`src/rtl/vga_timing_gen.sv`:
```
// Raster timing master: free-running h/v counters, registered sync/DE, final RGB565 pixel mux with box overlay.
// Latency: registered outputs lag counts by 1 clock; no backpressure. Optional TEST_PATTERN_EN swaps camera video for colour bars.
module vga_timing_gen #(
    parameter int          H_TOTAL     = 800,
    parameter int          H_SYNC      = 96,
    parameter int          H_ACT_START = 144,
    parameter int          H_ACT_END   = 784,
    parameter int          V_TOTAL     = 525,
    parameter int          V_SYNC      = 2,
    parameter int          V_ACT_START = 35,
    parameter int          V_ACT_END   = 515,
    parameter logic [15:0] BOX_COLOR   = 16'hF800
) (
    input  logic        clk_24m,
    input  logic        rst_n,
    output logic [10:0] hsync_cnt,
    output logic [10:0] vsync_cnt,
    output logic        rd_req,
    input  logic [15:0] rgb_in,
    input  logic        box,
    output logic        hsync,
    output logic        vsync,
    output logic        de,
    output logic [15:0] rgb_out,
    output logic        frame_start
);
    localparam logic [10:0] H_LAST  = 11'(H_TOTAL - 1);
    localparam logic [10:0] V_LAST  = 11'(V_TOTAL - 1);
    localparam logic [10:0] H_SYN_C = 11'(H_SYNC);
    localparam logic [10:0] V_SYN_C = 11'(V_SYNC);
    localparam logic [10:0] H_ACT_S = 11'(H_ACT_START);
    localparam logic [10:0] H_ACT_E = 11'(H_ACT_END);
    localparam logic [10:0] V_ACT_S = 11'(V_ACT_START);
    localparam logic [10:0] V_ACT_E = 11'(V_ACT_END);

    logic [10:0] h_cnt_q, h_cnt_d;
    logic [10:0] v_cnt_q, v_cnt_d;
    logic        h_act, v_act, active;
    logic [15:0] pix_src, rgb_d;
    logic        hsync_q, vsync_q, de_q, frame_start_q;
    logic [15:0] rgb_q;

    always_comb begin
        h_cnt_d = h_cnt_q + 11'd1;
        v_cnt_d = v_cnt_q;
        if (h_cnt_q == H_LAST) begin
            h_cnt_d = '0;
            v_cnt_d = (v_cnt_q == V_LAST) ? '0 : v_cnt_q + 11'd1;
        end
    end

    always_ff @(posedge clk_24m or negedge rst_n) begin
        if (!rst_n) begin
            h_cnt_q <= '0;
            v_cnt_q <= '0;
        end else begin
            h_cnt_q <= h_cnt_d;
            v_cnt_q <= v_cnt_d;
        end
    end

    assign h_act  = (h_cnt_q >= H_ACT_S) && (h_cnt_q < H_ACT_E);
    assign v_act  = (v_cnt_q >= V_ACT_S) && (v_cnt_q < V_ACT_E);
    assign active = h_act && v_act;

`ifdef TEST_PATTERN_EN
    localparam logic [10:0] H_PRE = 11'(H_ACT_START - 1);

    logic [2:0] bar_idx_q, bar_idx_d;
    logic [6:0] bar_col_q, bar_col_d;
    logic       unused_rgb_in;

    // Bar counters restart one clock before the first active column so pixel 0 is bar 0.
    always_comb begin
        bar_idx_d = bar_idx_q;
        bar_col_d = bar_col_q;
        if (h_cnt_q == H_PRE) begin
            bar_idx_d = '0;
            bar_col_d = '0;
        end else if (h_act) begin
            if (bar_col_q == 7'd79) begin
                bar_col_d = '0;
                bar_idx_d = bar_idx_q + 3'd1;
            end else begin
                bar_col_d = bar_col_q + 7'd1;
            end
        end
    end

    always_ff @(posedge clk_24m or negedge rst_n) begin
        if (!rst_n) begin
            bar_idx_q <= '0;
            bar_col_q <= '0;
        end else begin
            bar_idx_q <= bar_idx_d;
            bar_col_q <= bar_col_d;
        end
    end

    always_comb begin
        case (bar_idx_q)
            3'd0:    pix_src = 16'hFFFF;
            3'd1:    pix_src = 16'hFFE0;
            3'd2:    pix_src = 16'h07FF;
            3'd3:    pix_src = 16'h07E0;
            3'd4:    pix_src = 16'hF81F;
            3'd5:    pix_src = 16'hF800;
            3'd6:    pix_src = 16'h001F;
            default: pix_src = 16'h0000;
        endcase
    end

    assign rd_req        = 1'b0;
    assign unused_rgb_in = ^rgb_in;
`else
    assign pix_src = rgb_in;
    assign rd_req  = active;
`endif

    always_comb begin
        rgb_d = '0;
        if (active) begin
            rgb_d = box ? BOX_COLOR : pix_src;
        end
    end

    always_ff @(posedge clk_24m or negedge rst_n) begin
        if (!rst_n) begin
            hsync_q       <= 1'b1;
            vsync_q       <= 1'b1;
            de_q          <= 1'b0;
            rgb_q         <= '0;
            frame_start_q <= 1'b0;
        end else begin
            hsync_q       <= !(h_cnt_q < H_SYN_C);
            vsync_q       <= !(v_cnt_q < V_SYN_C);
            de_q          <= active;
            rgb_q         <= rgb_d;
            frame_start_q <= (h_cnt_q == '0) && (v_cnt_q == '0);
        end
    end

    assign hsync_cnt   = h_cnt_q;
    assign vsync_cnt   = v_cnt_q;
    assign hsync       = hsync_q;
    assign vsync       = vsync_q;
    assign de          = de_q;
    assign rgb_out     = rgb_q;
    assign frame_start = frame_start_q;

endmodule

```
`config.mk`:
```
export PLATFORM = sky130hd
export DESIGN_NAME = vga_timing_gen
export DESIGN_NICKNAME = d
export VERILOG_FILES = /design/src/rtl/vga_timing_gen.sv
export SDC_FILE = /design/constraint.sdc
export NUM_CORES = 1
export LEC_CHECK = 0
export ABC_AREA = 1
export CORE_MARGIN = 5
export CORE_UTILIZATION = 25
export DETAILED_ROUTE_END_ITERATION = 16
export GPL_TIMING_DRIVEN = 0
export HOLD_SLACK_MARGIN = 0.02
export SETUP_SLACK_MARGIN = 0.02
export SLEW_MARGIN = 20
export SYNTH_ARGS = -nofsm -noshare
export SYNTH_HDL_FRONTEND = slang
export SYNTH_SLANG_ARGS = --single-unit
```
`constraint.sdc`:
```
create_clock -name clk_24m -period 1.7 [get_ports clk_24m]
set_clock_uncertainty 0.05 [all_clocks]
set_input_delay 0.255 -clock clk_24m [delete_from_list [all_inputs] [get_ports clk_24m]]
set_output_delay 0.255 -clock clk_24m [all_outputs]
set_load 0.03 [all_outputs]
```
-- Word-level counts from Yosys, hierarchy flattened
Index checks and enable logic that the tools add are counted.
- eq/ne operators: 2
- $lt $le $gt $ge: 6
- reductions and logical operators: 8
- add/subtract/negate cells: 2
- multiplexer cells: 4
- operators with widths (cell ; count):
    $mux W16 ; 2
    $add A11 B1 Y11 const B ; 2
    $eq A11 B10 Y1 const B ; 2
    $logic_not A11 Y1 ; 2
    $lt A11 B10 Y1 const B ; 2
    $mux W11 ; 2
    $ge A11 B6 Y1 const B ; 1
    $ge A11 B8 Y1 const B ; 1
    $lt A11 B2 Y1 const B ; 1
    $lt A11 B7 Y1 const B ; 1
    $logic_and A1 B1 Y1 ; 4
    $logic_not A1 Y1 ; 2
- output and inout bits: 43
- bits in registers: 42
- logic and storage cells: 29

-- Depth between registers and ports, before layout
- depth after elaboration: 4
- gate-level depth with buffers: 9

-- Worst setup path after synthesis
Ideal clock, no wire load.
- path kind: register to output
- start point: register v_cnt_q[1] (netlist: vsync_cnt[1])
- end point: output port rd_req
- setup slack: -0.208 ns
- data arrival time: 1.603 ns
- required time: 1.395 ns
- stages on the path, launching flop included: 9
- path through: dfrtp_1 > ha_1 > nand2_1 > inv_1 > nand3_1 > nand3_1 > nand3_4 > buf_12 > inv_2
- longest elaborated chain between the ends: 3
- elaborated cells between the ends (all ways): 4
- ends and longest elaborated chain (what ; line ; text):
    start, declared ; 37 ; logic [10:0] v_cnt_q, v_cnt_d;
    start signal, assigned ; 58 ; v_cnt_q <= v_cnt_d;
    $ge A11 B6 Y1 or $lt A11 B10 Y1 (tied branches) ; 63 ; assign v_act = (v_cnt_q >= V_ACT_S) && (v_cnt_q < V_ACT_E);
    $logic_and A1 B1 Y1 (*) ; 63 ;
    $logic_and A1 B1 Y1 (*) ; 64 ; assign active = h_act && v_act;
    end, declared ; 18 ; output logic rd_req,
Mark *: on every way between the ends. The rest lies on a longest branch, timed or not.

-- Worst setup path in the final report
- start point: register v_cnt_q[3] (netlist: vsync_cnt[3])
- end point: output port rd_req
The elaborated chain is that of the path after synthesis.

==> run_results.csv <==
group,metric,value,unit
yosys,syn_area_per_cell,8.33,um^2
place,gp_congestion,0.898,
power,p_leak,0.00168,uW
floorplan,num_rows,34,
clock_tree,clk_latency,0.30,ns
sta,final.setup.worst_slack,-0.274,ns
critical_path,critPathSlowestCell,"dfrtp_2",
floorplan,io_pins,62,
critical_path,rr_worst_depth,9,
drt,wl_per_cell,12.3,um
yosys,synthTopCellsByArea,"dfrtp_1, nand2_1, nor2_4",
critical_path,path_cells,"buf_6 > nor2_4 > nand2_2 > nand2_2 > nand2_2 > nor2_4 > nand3_4 > buf_12 > clkinv_8 > buf_8",
floorplan,core_area,8810,um^2
critical_path,worst-path-stages,10,
sta,rsz0062_at_grt,"yes",
sta,finalSetupViolCount,1,
critical_path,r2r_start,"vsync_cnt[0]",
clock_tree,clock_path_buffers,2,
yosys,yosys.cell_types.count,27,
place,io_buffers,61,
global_routing,grt.overflow.total,0,
yosys,syn_nets,296,
floorplan,initial_utilization,0.258,
final_layout,finalNonFillerCells,468,
sta,fin_setup_tns,-0.274,ns
power,vdd_drop_max,0.322,mV
critical_path,cp-startpoint,"vsync_cnt[3]",
sta,slew_headroom,0.692,
floorplan,die_x,105,um
yosys,ys_ff_latch,42,
critical_path,cp_top_family,"simple AND/OR/NAND/NOR gates",
clock_tree,cts_tree,"yes",
critical_path,cp-start-kind,"flop",
power,power_density,615,nW/um^2
critical_path,end_kind,"primary output",
final_layout,diodes,0,
sta,fmax,507,MHz
critical_path,setup.worst_path.class,"flop to primary output",
floorplan,die_y,105,um
clock_tree,clk_pin_slew,0.09,ns
final_layout,final_cell_mix,"nand2_1, clkdlybuf4s50_1, inv_1",
yosys,ys_seq_area_frac,0.463,
drt,dr.pass1.iters,4,
final_layout,layout-drive-gt1-share,0.236,
yosys,synth-edff-count,0,
place,dp_hpwl,4330,um
critical_path,crit_path_max_incr_delay,0.42,ns
sta,holdWs,0.393,ns
critical_path,cp.arrival,1.67,ns
clock_tree,ctsRootBufferMaster,"clkbuf_8",
sta,fin_crit,1.97,ns
place,place_inst,443,
final_layout,synthToLayoutAreaGrowth,47.2,%
drt,drtIter0Drc,59,
critical_path,path_common_cell,"nand2_2",
drt,routed_wl,5780,um
clock_tree,htreeDepth,2,
critical_path,critPathRequiredTime,1.39,ns
global_routing,grt_pass1_wl,9640,um
yosys,netlist_instances,273,
yosys,yosysTopAreaCell,"dfrtp_1",
sta,fin_crit_sh,1.16,
yosys,ys.flop_type,"dfrtp_1",
yosys,yosysTopAreaCellShare,0.440,
drt,drt-vias-per-instance,4.32,
clock_tree,clkSinkCount,42,
final_layout,nNetsFinal,382,
critical_path,critPathMaxFanout,5,
min_path,worstHoldPathType,"primary input to asynchronous set/reset pin",
drt,drc,0,
critical_path,cp_num_buf_inv,4,
global_routing,antenna_found_initial,0,
drt,vias,2022,
global_routing,grt_max_degree,25,
sta,hold_violations,0,
global_routing,grt_pass1_vias,1930,
yosys,syn_area,2270,um^2
outcome,status,"complete, but fails checks",
floorplan,die_area,11100,um^2
global_routing,track_usage,0.107,
outcome,violations,"setup timing",
run,drv_cap,0,
drt,ant_nets,0,
final_layout,fin_area,3350,um^2
sta,worst_pin_slew,0.462,ns
sta,slew_violations,0,
place,placed_cell_area,3070,um^2
clock_tree,numCtsBuffers,5,
yosys,yosys_warnings,0,
yosys,ys_async_sr_fraction,1.00,
final_layout,layout.cells.most_common,"nand2_1",
==> report_power, final <==
part / switching [uW] / leakage, uW / total, uW / internal, uW
combinational: 41.5 / 0.00107 / 87.1 / 45.6
sequential: 0 / 0.000546 / 998 / 998
clock: 385 / 0.0000683 / 974 / 589
==> layout make-up <==
| class | count | area, um^2 |
|---|---|---|
| Clock buffer | 5 | 68.8 |
| Clock inverter | 3 | 68.8 |
| Inverter | 37 | 151 |
| Timing Repair Buffer | 79 | 738 |
| Tap cell | 108 | 135 |
| Buffer | 7 | 76.3 |
| Fill cell | 926 | 5460 |
| Multi-Input combinational cell | 187 | 1040 |
| Sequential cell | 42 | 1070 |
==> through the flow <==
step                      setup WS [ns]  total power (uW)   util
after global routing             -0.377              2140  0.380
after global placement            -1.03              1100  0.346
after floorplan                  0.0209              1040      -
after detailed placement         -0.660              1110  0.348
after CTS                        -0.296              2100  0.368
final                            -0.274              2060  0.380
==> cells by family after synthesis <==
kind of cell | count (synthesis) | synth area share
simple gates | 161 | 0.359
buf+inv | 44 | 0.0946
flops | 42 | 0.463
compound gates | 14 | 0.0308
xor+xnor | 8 | 0.0308
fa+ha+maj | 4 | 0.0220
==> registers in the layout (all words and copies together) (netlist names) <==
register     count
hsync_cnt       11
frame_start      1
vsync_cnt       11
vsync            1
rgb_out         16
de               1
hsync            1
==> synthesized netlist by cell type, types with 4 or more instances <==
| cell type | n |
|---|---|
| nand2_1 | 66 |
| dfrtp_1 | 40 |
| nor2_1 | 31 |
| inv_1 | 29 |
| nand3_1 | 25 |
| nor2_4 | 13 |
| nor3_1 | 10 |
| inv_2 | 8 |
| o21ai_0 | 8 |
| xor2_1 | 8 |
| buf_6 | 4 |
| ha_1 | 4 |
==> layer usage <==
layer	share of wire	GRT usage	up-vias	routed length, um
met5	0	0	-	0
met4	0.016	0.0403	0	93
met3	0.060	0.0257	7	348
met2	0.48	0.173	53	2750
met1	0.45	0.137	940	2590
li1	-	-	1022	-
==> timing repair <==
action,CTS,global route
pin swaps,2,6
hold buffers,1,0
endpoints found under the hold margin,18,0
buffers inserted,6,10
setup endpoints to repair,22,25
gates resized for setup,32,9
==> worst paths after layout <==
check,end,slack (ns)
hold reg to reg,hsync_cnt[6],0.53
min in group clk_24m,rgb_out[5],0.42
setup / recovery,rd_req,-0.27
hold / removal,hsync_cnt[1],0.39
max in group asynchronous,vsync,0.63
setup reg to reg,rgb_out[14],0.04
==> worst register-to-register path: cells and delay by family (launching register included) <==
| family | cells | cell delay [ns] |
|---|---|---|
| adder cells (fa/ha/maj) | 1 | 0.19 |
| buffers and inverters | 3 | 0.43 |
| flip-flops | 1 | 0.45 |
| AND/OR/NAND/NOR | 5 | 0.43 |
Power figures use the tool's default switching activity.
